$ cat src/rtl/router_pkg.sv
// Shared router definitions: packet/link geometry, rx FSM states and the
// buffer-select encodings used by the buffer controller and its feeders.
package router_pkg;

  localparam int unsigned PKT_W       = 55;
  localparam int unsigned LINK_W      = 8;
  localparam int unsigned FRAME_BYTES = 7;
  localparam int unsigned FRAME_W     = LINK_W * FRAME_BYTES;
  localparam int unsigned PARITY_IDX  = 55;
  localparam int unsigned CNT_W       = $clog2(FRAME_BYTES + 1);

  typedef enum logic [0:0] {
    StIdle,
    StAssemble
  } rx_state_e;

  typedef enum logic [1:0] {
    BufSelHold = 2'd0,
    BufSelProc = 2'd1,
    BufSelRx   = 2'd2
  } buf_sel_e;

  // Even parity over the whole frame: result is 1 when the frame is bad.
  function automatic logic frame_parity_bad(input logic [FRAME_W-1:0] frame);
    return frame[PARITY_IDX] ^ (^frame[PKT_W-1:0]);
  endfunction

endpackage

$ cat src/rtl/link_rx_deframer_if.sv
// Link-side byte stream plus the rx packet handshake towards the buffer controller.
interface link_rx_deframer_if;
  import router_pkg::*;

  logic              link_valid;
  logic              link_sof;
  logic [LINK_W-1:0] link_data;
  logic              rx_ack;
  logic [PKT_W-1:0]  from_rx;
  logic              rx_valid;
  logic              parity_err;
  logic              frame_err;
  logic              overrun;

  // Master: link driver / buffer controller side.
  modport master (
    output link_valid, link_sof, link_data, rx_ack,
    input  from_rx, rx_valid, parity_err, frame_err, overrun
  );

  // Slave: the deframer.
  modport slave (
    input  link_valid, link_sof, link_data, rx_ack,
    output from_rx, rx_valid, parity_err, frame_err, overrun
  );

endinterface

$ cat src/rtl/rx_gap_timer.sv
// Idle-gap counter: counts increment requests, fires timeout on the request
// that would bring the count to Timeout, then self-clears.
module rx_gap_timer #(
  parameter int unsigned Timeout = 16
) (
  input  logic clk,
  input  logic rst,
  input  logic clr_i,
  input  logic inc_i,
  output logic timeout_o
);

  localparam int unsigned CntW = $clog2(Timeout + 1);

  logic [CntW-1:0] cnt_q, cnt_d;

  assign timeout_o = inc_i && !clr_i && (cnt_q == CntW'(Timeout - 1));

  // Next count: clear wins, timeout restarts from zero, otherwise count idles.
  always_comb begin
    cnt_d = cnt_q;
    if (clr_i || timeout_o) begin
      cnt_d = '0;
    end else if (inc_i) begin
      cnt_d = cnt_q + CntW'(1);
    end
  end

  // Counter state.
  always_ff @(posedge clk or posedge rst) begin
    if (rst) begin
      cnt_q <= '0;
    end else begin
      cnt_q <= cnt_d;
    end
  end

endmodule

$ cat src/rtl/link_rx_deframer.sv
// Link receive deframer: reassembles 7-byte frames into 55-bit packets,
// checks even parity and offers good packets to the buffer controller.
module link_rx_deframer
  import router_pkg::*;
#(
  parameter int unsigned GAP_TIMEOUT = 16
) (
  input logic              clk,
  input logic              rst,
  link_rx_deframer_if.slave bus
);

  // Only the first six bytes need storing; the seventh completes the frame
  // straight from the link.
  localparam int unsigned SR_W = FRAME_W - LINK_W;

  rx_state_e         state_q, state_d;
  logic [CNT_W-1:0]  cnt_q, cnt_d;
  logic [SR_W-1:0]   sr_q, sr_d;
  logic [PKT_W-1:0]  from_rx_q, from_rx_d;
  logic              rx_valid_q, rx_valid_d;
  logic              parity_err_q, parity_err_d;
  logic              frame_err_q, frame_err_d;
  logic              overrun_q, overrun_d;

  logic [FRAME_W-1:0] frame_next;
  logic               gap_clr;
  logic               gap_inc;
  logic               gap_timeout;

  assign frame_next = {sr_q, bus.link_data};
  assign gap_clr    = bus.link_valid || (state_q == StIdle);
  assign gap_inc    = (state_q == StAssemble) && !bus.link_valid;

  rx_gap_timer #(
    .Timeout (GAP_TIMEOUT)
  ) u_gap_timer (
    .clk       (clk),
    .rst       (rst),
    .clr_i     (gap_clr),
    .inc_i     (gap_inc),
    .timeout_o (gap_timeout)
  );

  // Next-state for the frame FSM, shift register, packet holding register and pulses.
  always_comb begin
    state_d      = state_q;
    cnt_d        = cnt_q;
    sr_d         = sr_q;
    from_rx_d    = from_rx_q;
    rx_valid_d   = rx_valid_q && !bus.rx_ack;
    parity_err_d = 1'b0;
    frame_err_d  = 1'b0;
    overrun_d    = 1'b0;

    unique case (state_q)
      StIdle: begin
        if (bus.link_valid) begin
          if (bus.link_sof) begin
            sr_d    = SR_W'(bus.link_data);
            cnt_d   = CNT_W'(1);
            state_d = StAssemble;
          end else begin
            frame_err_d = 1'b1;
          end
        end
      end

      StAssemble: begin
        if (bus.link_valid) begin
          if (bus.link_sof) begin
            // Restart with this byte as byte 1.
            frame_err_d = 1'b1;
            sr_d        = SR_W'(bus.link_data);
            cnt_d       = CNT_W'(1);
          end else if (cnt_q == CNT_W'(FRAME_BYTES - 1)) begin
            cnt_d   = '0;
            state_d = StIdle;
            if (frame_parity_bad(frame_next)) begin
              parity_err_d = 1'b1;
            end else if (!rx_valid_q || bus.rx_ack) begin
              from_rx_d  = frame_next[PKT_W-1:0];
              rx_valid_d = 1'b1;
            end else begin
              overrun_d = 1'b1;
            end
          end else begin
            sr_d  = frame_next[SR_W-1:0];
            cnt_d = cnt_q + CNT_W'(1);
          end
        end else if (gap_timeout) begin
          frame_err_d = 1'b1;
          cnt_d       = '0;
          state_d     = StIdle;
        end
      end

      default: begin
        state_d = StIdle;
      end
    endcase
  end

  // Frame FSM and registered outputs.
  always_ff @(posedge clk or posedge rst) begin
    if (rst) begin
      state_q      <= StIdle;
      cnt_q        <= '0;
      sr_q         <= '0;
      from_rx_q    <= '0;
      rx_valid_q   <= 1'b0;
      parity_err_q <= 1'b0;
      frame_err_q  <= 1'b0;
      overrun_q    <= 1'b0;
    end else begin
      state_q      <= state_d;
      cnt_q        <= cnt_d;
      sr_q         <= sr_d;
      from_rx_q    <= from_rx_d;
      rx_valid_q   <= rx_valid_d;
      parity_err_q <= parity_err_d;
      frame_err_q  <= frame_err_d;
      overrun_q    <= overrun_d;
    end
  end

  assign bus.from_rx    = from_rx_q;
  assign bus.rx_valid   = rx_valid_q;
  assign bus.parity_err = parity_err_q;
  assign bus.frame_err  = frame_err_q;
  assign bus.overrun    = overrun_q;

endmodule
$ cat src/flat_wrapper.sv
// flat-port wrapper written by rule: the top's interface ports become plain ports
module link_rx_deframer_flat import router_pkg::*;
#(
  parameter int unsigned GAP_TIMEOUT = 16
)
  (clk, rst, bus_link_valid, bus_link_sof, bus_link_data, bus_rx_ack, bus_from_rx, bus_rx_valid, bus_parity_err, bus_frame_err, bus_overrun);
  link_rx_deframer_if bus_i ();
  input logic clk;
  input logic rst;
  input wire logic [$bits(bus_i.link_valid)-1:0] bus_link_valid;
  input wire logic [$bits(bus_i.link_sof)-1:0] bus_link_sof;
  input wire logic [$bits(bus_i.link_data)-1:0] bus_link_data;
  input wire logic [$bits(bus_i.rx_ack)-1:0] bus_rx_ack;
  output wire logic [$bits(bus_i.from_rx)-1:0] bus_from_rx;
  output wire logic [$bits(bus_i.rx_valid)-1:0] bus_rx_valid;
  output wire logic [$bits(bus_i.parity_err)-1:0] bus_parity_err;
  output wire logic [$bits(bus_i.frame_err)-1:0] bus_frame_err;
  output wire logic [$bits(bus_i.overrun)-1:0] bus_overrun;
  assign bus_i.link_valid = bus_link_valid;
  assign bus_i.link_sof = bus_link_sof;
  assign bus_i.link_data = bus_link_data;
  assign bus_i.rx_ack = bus_rx_ack;
  assign bus_from_rx = bus_i.from_rx;
  assign bus_rx_valid = bus_i.rx_valid;
  assign bus_parity_err = bus_i.parity_err;
  assign bus_frame_err = bus_i.frame_err;
  assign bus_overrun = bus_i.overrun;
  link_rx_deframer #(.GAP_TIMEOUT(GAP_TIMEOUT)) u_core (.clk(clk), .rst(rst), .bus(bus_i));
endmodule
$ cat config.mk
export PLATFORM = sky130hd
export DESIGN_NAME = link_rx_deframer_flat
export DESIGN_NICKNAME = d
export VERILOG_FILES = /design/src/rtl/router_pkg.sv /design/src/rtl/link_rx_deframer_if.sv /design/src/rtl/rx_gap_timer.sv /design/src/rtl/link_rx_deframer.sv /design/src/flat_wrapper.sv
export SDC_FILE = /design/constraint.sdc
export NUM_CORES = 1
export LEC_CHECK = 0
export ABC_AREA = 1
export CORE_UTILIZATION = 55
export DETAILED_ROUTE_END_ITERATION = 8
export GPL_ROUTABILITY_DRIVEN = 0
export GPL_TIMING_DRIVEN = 1
export PLACE_DENSITY_LB_ADDON = 0.15
export SLEW_MARGIN = 20
export SYNTH_ARGS = -nofsm -noshare
export SYNTH_HDL_FRONTEND = slang
export SYNTH_SLANG_ARGS = --single-unit
$ cat constraint.sdc
create_clock -name clk -period 6.2 [get_ports clk]
set_input_delay 1.24 -clock clk [delete_from_list [all_inputs] [get_ports clk]]
set_output_delay 1.24 -clock clk [all_outputs]
set_load 0.005 [all_outputs]
==> metrics.yaml, run 1 <==
logic_synthesis:
  synth_warnings: 0
  yosys-top-cells-area: "dfrtp_1 (51%), nand2_1 (21%), nand3_1 (7.3%), inv_1 (5.4%), o22ai_1 (3.8%)"
  syn_area_um2: 5653
  syn_inst: 738
  ys_ff_latch: 116
  synth_top_area_share_pct: 51.35
  synth_nets: 753
  yosysUniqueCellTypes: 24
  yosysSeqAreaShare_pct: 51.35
  synth_area_leader_cell: "dfrtp_1"
  avgSynthCellArea_um2: 7.660
die:
  rows: 36
  die_h_um: 103.4
  ios: 72
  die-area_um2: 10690
  core_um2: 9864
  initial_utilization_pct: 57.31
  die_x_um: 103.4
pwr:
  power.clock.fraction_pct: 44.7
  ir_drop_mv: 0.2146
  p_sw_uw: 668.6
  seqPwrFrac_pct: 37.6
  pwr-share-comb_pct: 17.7
  switching_share_pct: 30.07
  p_leak_nw: 3.707
  internal_power_mw: 1.555
  p_per_area_nw_per_um2: 315.9
critical_path:
  worst_setup_path_end_kind: "flop"
  worstSetupPathType: "primary input to flop"
  cp_data_required_time_ns: 6.61
  r2r_setup_slack_ns: 3.76
  cp-start-kind: "primary input"
  arrival_ns: 3.67
  critPathMaxFanout: 55
global_routing:
  grt_first_pass_wirelength_um: 21690
  grt_busiest_layer: "met2"
  grt_use_met1_pct: 33.04
  met2_usage_pct: 45.44
  grt_pass1_vias: 4790
  globalRoute.totalOverflow: 0
  grt_max_degree: 72
  track_usage_pct: 26.56
  antenna_found_initial: 0
  use_met3_pct: 5.511
timing:
  maxSlewViolCount: 0
  skew_ns: 0.01022
  setup_viol: 0
  timing_hold_violations_final: 0
  whs_ns: 0.4670
  rsz0062_at_grt: "no"
  max_slew_margin_pct: 43.55
  fin_setup_tns_ns: 0
  min_period_over_period_pct: 52.65
  tightestPinTransition_ns: 0.8468
  fmax_mhz: 306.4
  period_needed_ns: 3.264
routing:
  wl_per_cell_um: 13.46
  vias_per_cell: 5.269
  dr.pass1.iters: 5
  vias: 5016
  drcViolationCount: 0
  routed_wl_um: 12810
  drt_iter0_markers: 250
  final_antenna_net_count: 0
placement:
  place_hpwl_um: 8707
  dp.cells: 920
  numPortBuffers: 71
layout:
  nFillCells: 761
  area_growth_pct: 24.50
  diodes: 0
  final_common_cell: "nand2_1"
  fin_nets: 821
  layout_common_cells: "nand2_1 (319), dfrtp_1 (116), nand3_1 (83)"
  fin_cells: 952
  drive_above_1_share_pct: 5.617
clocking:
  holdBufCountCts: 0
  clockBufferDepth: 2
  cts.sinks: 116
  postCtsSetupRepairBufs: 0
  cts_tree: "yes"
  path_clk_slew_ns: 0.06
  cts.htree.levels: 4
  cts_made_buffers: 17
  clk_latency_ns: 0.53
  cts_root_buffer: "clkbuf_8"
  ctsResizeCount: 0
run:
  drv_cap: 0
hold_path:
  min_path_type: "flop to flop"
outcome:
  outcome: "finished clean"
cells in the mapped netlist, drive strengths merged:
cell type / number
a21oi: 4
a31oi: 1
buf: 17
clkbuf: 9
clkinv: 2
dfrtp: 116
ha: 2
inv: 85
nand2: 322
nand3: 83
nor2: 20
nor3: 1
o211ai: 1
o21ai: 20
o22ai: 34
xnor2: 13
xor2: 8
cell type report:
type	instances	area, um2	share of cell area, %
Tap cell	133	166.4	2.364
Multi-Input combinational cell	509	2293	32.59
Timing Repair Buffer	75	740.7	10.52
Clock buffer	18	427.9	6.080
Inverter	87	329.1	4.676
Clock inverter	14	177.7	2.524
Sequential cell	116	2903	41.24
path summary, 6_finish.rpt:
path | from | endpoint | depth (start not counted)
max in group asynchronous | rst | u_core.sr_q[13] | 3
worst min register to register | u_core.bus.from_rx[28] | u_core.bus.from_rx[28] | 2
worst max-delay path | bus_link_valid | u_core.bus.from_rx[10] | 10
worst min-delay path | u_core.bus.from_rx[28] | u_core.bus.from_rx[28] | 2
worst max register to register | u_core.sr_q[11] | u_core.bus.from_rx[16] | 18
min in group asynchronous | rst | u_core.bus.from_rx[3] | 2
worst max-delay path: stages:
cell,delay [ns]
clkdlybuf4s50_1,0.53
nand2_1,0.14
nor2_1,0.26
inv_1,0.08
nor2_1,0.12
inv_1,0.10
nor2_4,0.47
nand2_4,0.46
nand2_1,0.17
nand2_1,0.06
power by group through the flow:
stage               Combinational, mW  Clock [mW]  Sequential (mW)
global route                    0.451        1.03            0.840
detailed placement              0.389           0            0.848
finish                          0.394       0.994            0.835
global placement                0.375           0            0.846
floorplan                       0.316           0            0.841
CTS                             0.395       0.997            0.835
metal layers:
layer	share of wire [%]	vias up
met2	51	163
met1	42	2369
met5	0	-
li1	-	2460
met4	1.9	0
met3	5.2	24
sequential cells by signal, indices dropped and copies added (netlist names):
register,cells
u_core.state_q,1
u_core.sr_q,48
u_core.bus.frame_err,1
u_core.bus.parity_err,1
u_core.cnt_q,3
u_core.u_gap_timer.cnt_q,5
u_core.bus.rx_valid,1
u_core.bus.overrun,1
u_core.bus.from_rx,55
kinds of logic (layout without fill, tap and decap cells):
family / Yosys count / in the layout / share of synthesized area, %
buffers and inverters: 113 / 194 / 8.455
xor gates and xnor gates: 21 / 21 / 3.254
AOI/OAI and AO/OA: 60 / 60 / 6.131
and+or+nand+nor: 426 / 426 / 30.37
DFF: 116 / 116 / 51.35
adders and majority gates: 2 / 2 / 0.4426
through the flow:
stage / cell area, um2 / total power [mW] / setup WS (ns) / utilization (%)
6_report: 7038 / 2.223 / 2.936 / 71.35
5_1_grt: 7038 / 2.323 / 2.673 / 71.35
4_1_cts: 7036 / 2.227 / 2.956 / 71.32
3_5_place_dp: 6430 / 1.236 / 2.400 / 65.18
3_3_place_gp: 6430 / 1.221 / 2.527 / 65.18
2_1_floorplan: 5653 / 1.157 / 1.888 / -
(Power assumes the default switching activity.)
==> run 2, diff against run 1 <==
--- a/config.mk
+++ b/config.mk
@@ -6,7 +6,7 @@
 export NUM_CORES = 1
 export LEC_CHECK = 0
 export ABC_AREA = 1
-export CORE_UTILIZATION = 55
+export CORE_UTILIZATION = 50
 export DETAILED_ROUTE_END_ITERATION = 8
 export GPL_ROUTABILITY_DRIVEN = 0
 export GPL_TIMING_DRIVEN = 1
==> constraint.sdc (replaced) <==
create_clock -name clk -period 2.8 [get_ports clk]
set_input_delay 0.56 -clock clk [delete_from_list [all_inputs] [get_ports clk]]
set_output_delay 0.56 -clock clk [all_outputs]
set_load 0.005 [all_outputs]
==> run 2 against run 1 <==
  * Sequential share of layout area fell by 0.82 points
  * Core utilization fell by 5.7 points
  * Clock skew fell by 0.0041 ns
  * Largest cell class unchanged
  * Count of clock-buffer cells in the layout rose by 5
  * Design area rose by 2.0%
  * Clock power rose by 120%
  * First-iteration DRC count fell by 18%
  * Setup slack got worse by 2.4 ns
==> metrics.yaml, run 2 (synthesized netlist as in run 1, its figures left out) <==
timing:
  fmax_mhz: 443.3
  setup_viol: 0  # unchanged
  rsz0062_at_grt: "no"
  period_needed_ns: 2.256
  min_period_over_period_pct: 80.56
  skew_ns: 0.006078  # -0.004145 ns
  max_slew_margin_pct: 66.31  # +23 points
  fin_setup_tns_ns: 0  # unchanged
  maxSlewViolCount: 0  # unchanged
  tightestPinTransition_ns: 0.5043  # -0.3425 ns
  timing_hold_violations_final: 0  # unchanged
critical_path:
  cp_data_required_time_ns: 3.14  # -3.47 ns
  r2r_cells: 19  # +1
  arrival_ns: 2.60  # -1.07 ns
  cp-startpoint: "bus_link_data[5]"
  r2r-end: "u_core.bus.from_rx[18]"
  r2r_setup_slack_ns: 0.57  # -3.19 ns
  cp-start-kind: "primary input"
  worstSetupPathType: "primary input to flop"
  timing.rr.start: "u_core.sr_q[14]"
  worst_setup_path_end_kind: "flop"
  critPathMaxFanout: 19  # -65%
layout:
  area_growth_pct: 27.03
  final_common_cell: "nand2_1"
  fin_nets: 828  # +0.85%
  fin_util_pct: 65.66  # -5.7 points
  layout_common_cells: "nand2_1 (320), dfrtp_1 (116), nand3_1 (83)"
  multi_input_area_um2: 2291  # -0.11%
  nFillCells: 936  # +23%
  diodes: 0  # unchanged
  drive_above_1_share_pct: 6.053  # +0.44 points
  seq_area_um2: 2903  # unchanged
  largest_reg_flops: 55  # unchanged
clocking:
  cts_root_buffer: "clkbuf_16"
  cts_tree: "yes"
  cts_made_buffers: 17  # unchanged
  ctsResizeCount: 0  # unchanged
  cts.sinks: 116  # unchanged
  clockBufferDepth: 2  # unchanged
  clk_latency_ns: 0.41  # -0.12 ns
  cts.htree.levels: 4  # unchanged
  postCtsSetupRepairBufs: 0  # unchanged
  holdBufCountCts: 0  # unchanged
  path_clk_slew_ns: 0.05  # about the same
hold_path:
  hp-start: "u_core.u_gap_timer.cnt_q[0]"
  holdPathStages: 1  # -1
  min_path_type: "flop to flop"
  min_to: "u_core.u_gap_timer.cnt_q[0]"
pwr:
  p_sw_mw: 1.426  # +110%
  pwr-share-comb_pct: 19.4  # +1.7 points
  p_per_area_nw_per_um2: 701.8  # +120%
  ir_drop_mv: 0.3916  # +83%
  internal_power_mw: 3.614  # +130%
  seqPwrFrac_pct: 36.8  # -0.8 points
  power.clock.fraction_pct: 43.8  # -0.9 points
  switching_share_pct: 28.29  # -1.8 points
  p_leak_nw: 3.767  # +1.6%
die:
  ios: 72  # unchanged
  initial_utilization_pct: 51.69  # -5.6 points
  die-area_um2: 11740  # +9.8%
  die_h_um: 108.3  # +4.8%
  die_x_um: 108.3  # +4.8%
  rows: 38  # +5.6%
  core_um2: 10940  # +11%
routing:
  routed_wl_um: 13230  # +3.3%
  dr.pass1.iters: 4  # -1
  drcViolationCount: 0  # unchanged
  drt_iter0_markers: 204  # -18%
  vias: 4998  # -0.36%
  vias_per_cell: 5.174  # -1.8%
  final_antenna_net_count: 0  # unchanged
  wl_per_cell_um: 13.70  # +1.8%
global_routing:
  antenna_found_initial: 0  # unchanged
  globalRoute.totalOverflow: 0  # unchanged
  grt_pass1_vias: 4988  # +4.1%
  track_usage_pct: 24.80  # -1.8 points
  grt_max_degree: 64  # -11%
  grt_first_pass_wirelength_um: 22520  # +3.9%
placement:
  place_hpwl_um: 9021  # +3.6%
  numPortBuffers: 71  # unchanged
outcome:
  outcome: "finished clean"
run:
  drv_cap: 0  # unchanged
[run 2: cell types whose count changed in the layout (fill, tap and decap cells not counted), sizes merged]
cell and delta:
buf +7, inv -3, clkbuf +5, clkinvlp +2, clkinv -4
[run 2: power groups by stage]
stage	registers, mW	clock network, mW	logic (mW)
floorplan	1.86	0	0.701
global placement	1.88	0	0.923
detailed placement	1.88	0	0.962
CTS	1.85	2.23	0.980
global route	1.86	2.31	1.09
finish	1.85	2.21	0.976
[run 2: area by class of cell]
cell class	count	area share [%]
clock buffers	23	6.796
clock inverters	9	1.742
inverters	87	4.600
multi-input cells	509	31.90
flip-flops and latches	116	40.43
well taps	140	2.439
repair buffers	82	12.09
[run 2: worst max path at each step]
stage	end	cells past startpoint
after CTS	u_core.bus.from_rx[18]	17
after global placement	u_core.bus.from_rx[29]	17
after floorplan	u_core.bus.frame_err	1
final	u_core.bus.from_rx[18]	18
after detailed placement	u_core.bus.from_rx[18]	17
after global routing	u_core.bus.from_rx[15]	18
[run 2: layer usage]
metal,part of all wire (%),wire length [um],global-route usage (%)
met2,50,6587,42.22
met4,2.1,274,10.04
met3,4.5,601,4.943
met5,0,0,0
met1,44,5771,30.92
[run 2: through the flow]
step	worst slack [ns]	hold WS (ns)	cell area, um2	total power, mW	std cells
2_1_floorplan	0.8266	0.4305	5657	2.563	738
3_3_place_gp	0.2345	0.4443	6568	2.799	934
3_5_place_dp	0.1463	0.4574	6568	2.841	934
4_1_cts	0.5488	0.4701	7181	5.068	966
5_1_grt	0.2542	0.4840	7181	5.269	966
6_report	0.5442	0.4681	7181	5.040	966
[run 2: critical path, stage by stage]
cell and delay (ns):
clkdlybuf4s50_1 0.57, inv_1 0.08, nand2_1 0.07, nand2_1 0.06
nand2_1 0.06, nand2_1 0.07, nand2_1 0.07, nand2_1 0.06
nand2_1 0.08, nand3_1 0.09, nand3_1 0.12, nand2_1 0.06
nand2_1 0.07, nand2_2 0.11, nand2_4 0.09, buf_4 0.23
nand2_1 0.08, nand2_1 0.07
==> run 3, diff against run 2 <==
--- a/config.mk
+++ b/config.mk
@@ -6,7 +6,7 @@
 export NUM_CORES = 1
 export LEC_CHECK = 0
 export ABC_AREA = 1
-export CORE_UTILIZATION = 50
+export CORE_UTILIZATION = 55
 export DETAILED_ROUTE_END_ITERATION = 8
 export GPL_ROUTABILITY_DRIVEN = 0
 export GPL_TIMING_DRIVEN = 1
==> constraint.sdc (replaced) <==
create_clock -name clk -period 2.3 [get_ports clk]
set_input_delay 0.46 -clock clk [delete_from_list [all_inputs] [get_ports clk]]
set_output_delay 0.46 -clock clk [all_outputs]
set_load 0.005 [all_outputs]
==> run 3 against run 2 <==
  * Die area decreased by 8.9%
  * Design area rose by 0.68%
  * Total power increased by 17%
  * Worst hold slack worse by 0.28 ns
  * Critical path depth decreased by 3
  * Global-route usage grew 2.8 points
  * Register-to-register slack lost 0.53 ns
  * Flip-flop and latch count unchanged
  * Highest routed layer unchanged
==> metrics.yaml, run 3 (synthesized netlist as in run 1, its figures left out) <==
outcome:
  outcome: "finished clean"
pwr:
  internal_power_mw: 4.027  # +11%
  power.clock.fraction_pct: 41.2  # -2.6 points
  p_sw_mw: 1.860  # +30%
  switching_share_pct: 31.59  # +3.3 points
  p_leak_nw: 3.799  # +0.85%
  ir_drop_mv: 0.4784  # +22%
  pwr-share-comb_pct: 20.5  # +1.1 points
  p_per_area_nw_per_um2: 814.3  # +16%
  seqPwrFrac_pct: 38.3  # +1.5 points
timing:
  whs_ns: 0.1855  # -0.2826 ns
  setup_viol: 0  # unchanged
  tightestPinTransition_ns: 0.4872  # -0.01705 ns
  min_period_over_period_pct: 98.15
  skew_ns: 0.009435  # +0.003357 ns
  period_needed_ns: 2.257
  fmax_mhz: 443.0
  timing_hold_violations_final: 0  # unchanged
  max_slew_margin_pct: 67.40  # +1.1 points
  maxSlewViolCount: 0  # unchanged
  fin_setup_tns_ns: 0  # unchanged
layout:
  area_growth_pct: 27.89
  largest_reg_flops: 55  # unchanged
  final_common_cell: "nand2_1"
  layout_common_cells: "nand2_1 (319), dfrtp_1 (111), nand3_1 (83)"
  fin_cells: 973  # +0.72%
  fin_nets: 842  # +1.7%
  drive_above_1_share_pct: 9.286  # +3.2 points
  diodes: 0  # unchanged
critical_path:
  critPathMaxFanout: 24  # +5
  slowest_stage: "dfrtp_1"
  crit_chain: "inv_1 > nand2_1 > nand2_1 > nand3_1 > nand2_2 > nand3_1 > nand2_1 > nand3_1 > nand3_1 > nand3_1 > nand2_4 > nand2_4 > buf_12 > nand2_1 > nand2_1"
  cp_data_required_time_ns: 2.70  # -0.44 ns
  critPathBufInv: 2  # -1
  arrival_ns: 2.66  # +0.06 ns
  cp-start-kind: "flop"
  r2r_cells: 15  # -4
  worstSetupPathType: "flop to flop"
  worst_setup_path_end_kind: "flop"
  slowest_delay_ns: 0.41  # -0.16 ns
  cp_top_family: "simple AND/OR/NAND/NOR gates"
  path_depth: 15  # -3
die:
  rows: 36  # -5.3%
  core_um2: 9864  # -9.8%
  initial_utilization_pct: 57.31  # +5.6 points
  ios: 72  # unchanged
  die_h_um: 103.4  # -4.6%
  die_x_um: 103.4  # -4.6%
  die-area_um2: 10690  # -8.9%
routing:
  drt_iter0_markers: 282  # +38%
  vias_per_cell: 5.284  # +2.1%
  final_antenna_net_count: 0  # unchanged
  wl_per_cell_um: 14.05  # +2.6%
  dr.pass1.iters: 5  # +1
  routed_wl_um: 13670  # +3.3%
  drcViolationCount: 0  # unchanged
  vias: 5141  # +2.9%
clocking:
  holdBufCountCts: 0  # unchanged
  cts.htree.levels: 4  # unchanged
  postCtsSetupRepairBufs: 0  # unchanged
  cts_tree: "yes"
  cts_made_buffers: 17  # unchanged
  path_clk_slew_ns: 0.06  # about the same
  cts.sinks: 116  # unchanged
  cts_root_buffer: "clkbuf_8"
  clockBufferDepth: 2  # unchanged
  clk_latency_ns: 0.52  # +0.11 ns
placement:
  place_hpwl_um: 9224  # +2.3%
  dp.cells: 941  # +0.75%
  numPortBuffers: 71  # unchanged
global_routing:
  grt_first_pass_wirelength_um: 22110  # -1.8%
  grt_pass1_vias: 4816  # -3.4%
  globalRoute.totalOverflow: 0  # unchanged
  antenna_found_initial: 0  # unchanged
  grt_max_degree: 64  # unchanged
  track_usage_pct: 27.55  # +2.8 points
run:
  drv_cap: 0  # unchanged
hold_path:
  min_path_type: "primary input to asynchronous set/reset pin"
[run 3: changes by cell type in the layout (fill, tap and decap cells not counted), sizes merged]
cell / change
buf: +14
clkbuf: -6
clkinv: +3
inv: +3
bufinv: -2
clkinvlp: +2
[run 3: timing repair]
action,CTS,global route
hold endpoints to repair,0,0
endpoints found under the setup margin,0,57
gates resized for setup,0,15
[run 3: area by class of cell]
cell class	instances	area, um2
well taps	133	166.4
flip-flops and latches	116	2909
multi-input cells	509	2308
inverters	87	330.3
clock inverters	15	132.6
repair buffers	96	968.4
fillers	721	2635
clock buffers	17	414.1
[run 3: per-layer routing]
metal | track usage, % | up-vias | share of wire (%)
met1 | 33.73 | 2430 | 41
li1 | - | 2497 | -
met3 | 5.712 | 32 | 4.6
met4 | 11.81 | 0 | 2.5
met2 | 47.33 | 182 | 52
met5 | 0 | - | 0
[run 3: per-stage QoR]
step           power [mW]  instance area, um2  setup slack (ns)  util (%)
2_1_floorplan       3.121                5657            0.4266         -
3_3_place_gp        3.367                6651           -0.1326     67.43
3_5_place_dp        3.413                6651           -0.2224     67.43
4_1_cts             5.835                7198           0.09156     72.97
5_1_grt             6.161                7229          -0.08823     73.29
6_report            5.887                7229           0.04259     73.29
[run 3: final timing paths]
path / from / slack, ns / to
max: u_core.sr_q[34] / 0.04 / u_core.bus.from_rx[13]
min: rst / 0.19 / u_core.bus.from_rx[27]
max reg2reg: u_core.sr_q[34] / 0.04 / u_core.bus.from_rx[13]
min reg2reg: u_core.u_gap_timer.cnt_q[0] / 0.46 / u_core.u_gap_timer.cnt_q[0]
max in group asynchronous: rst / 1.46 / u_core.sr_q[1]
min in group clk: u_core.u_gap_timer.cnt_q[0] / 0.46 / u_core.u_gap_timer.cnt_q[0]
[run 3: worst reg2reg max path, cell delays in order (launching register included)]
cell and delay (ns):
dfrtp_1 0.41, inv_1 0.13, nand2_1 0.08, nand2_1 0.08, nand3_1 0.15, nand2_2 0.16, nand3_1 0.09, nand2_1 0.13
nand3_1 0.09, nand3_1 0.11, nand3_1 0.14, nand2_4 0.15, nand2_4 0.09, buf_12 0.17, nand2_1 0.10, nand2_1 0.07
[run 3: power by group through the flow]
stage / clock, mW / combinational [mW] / sequential (mW)
finish: 2.42 / 1.21 / 2.26
global route: 2.55 / 1.34 / 2.27
CTS: 2.44 / 1.14 / 2.25
detailed placement: 0 / 1.13 / 2.29
global placement: 0 / 1.09 / 2.28
floorplan: 0 / 0.853 / 2.27
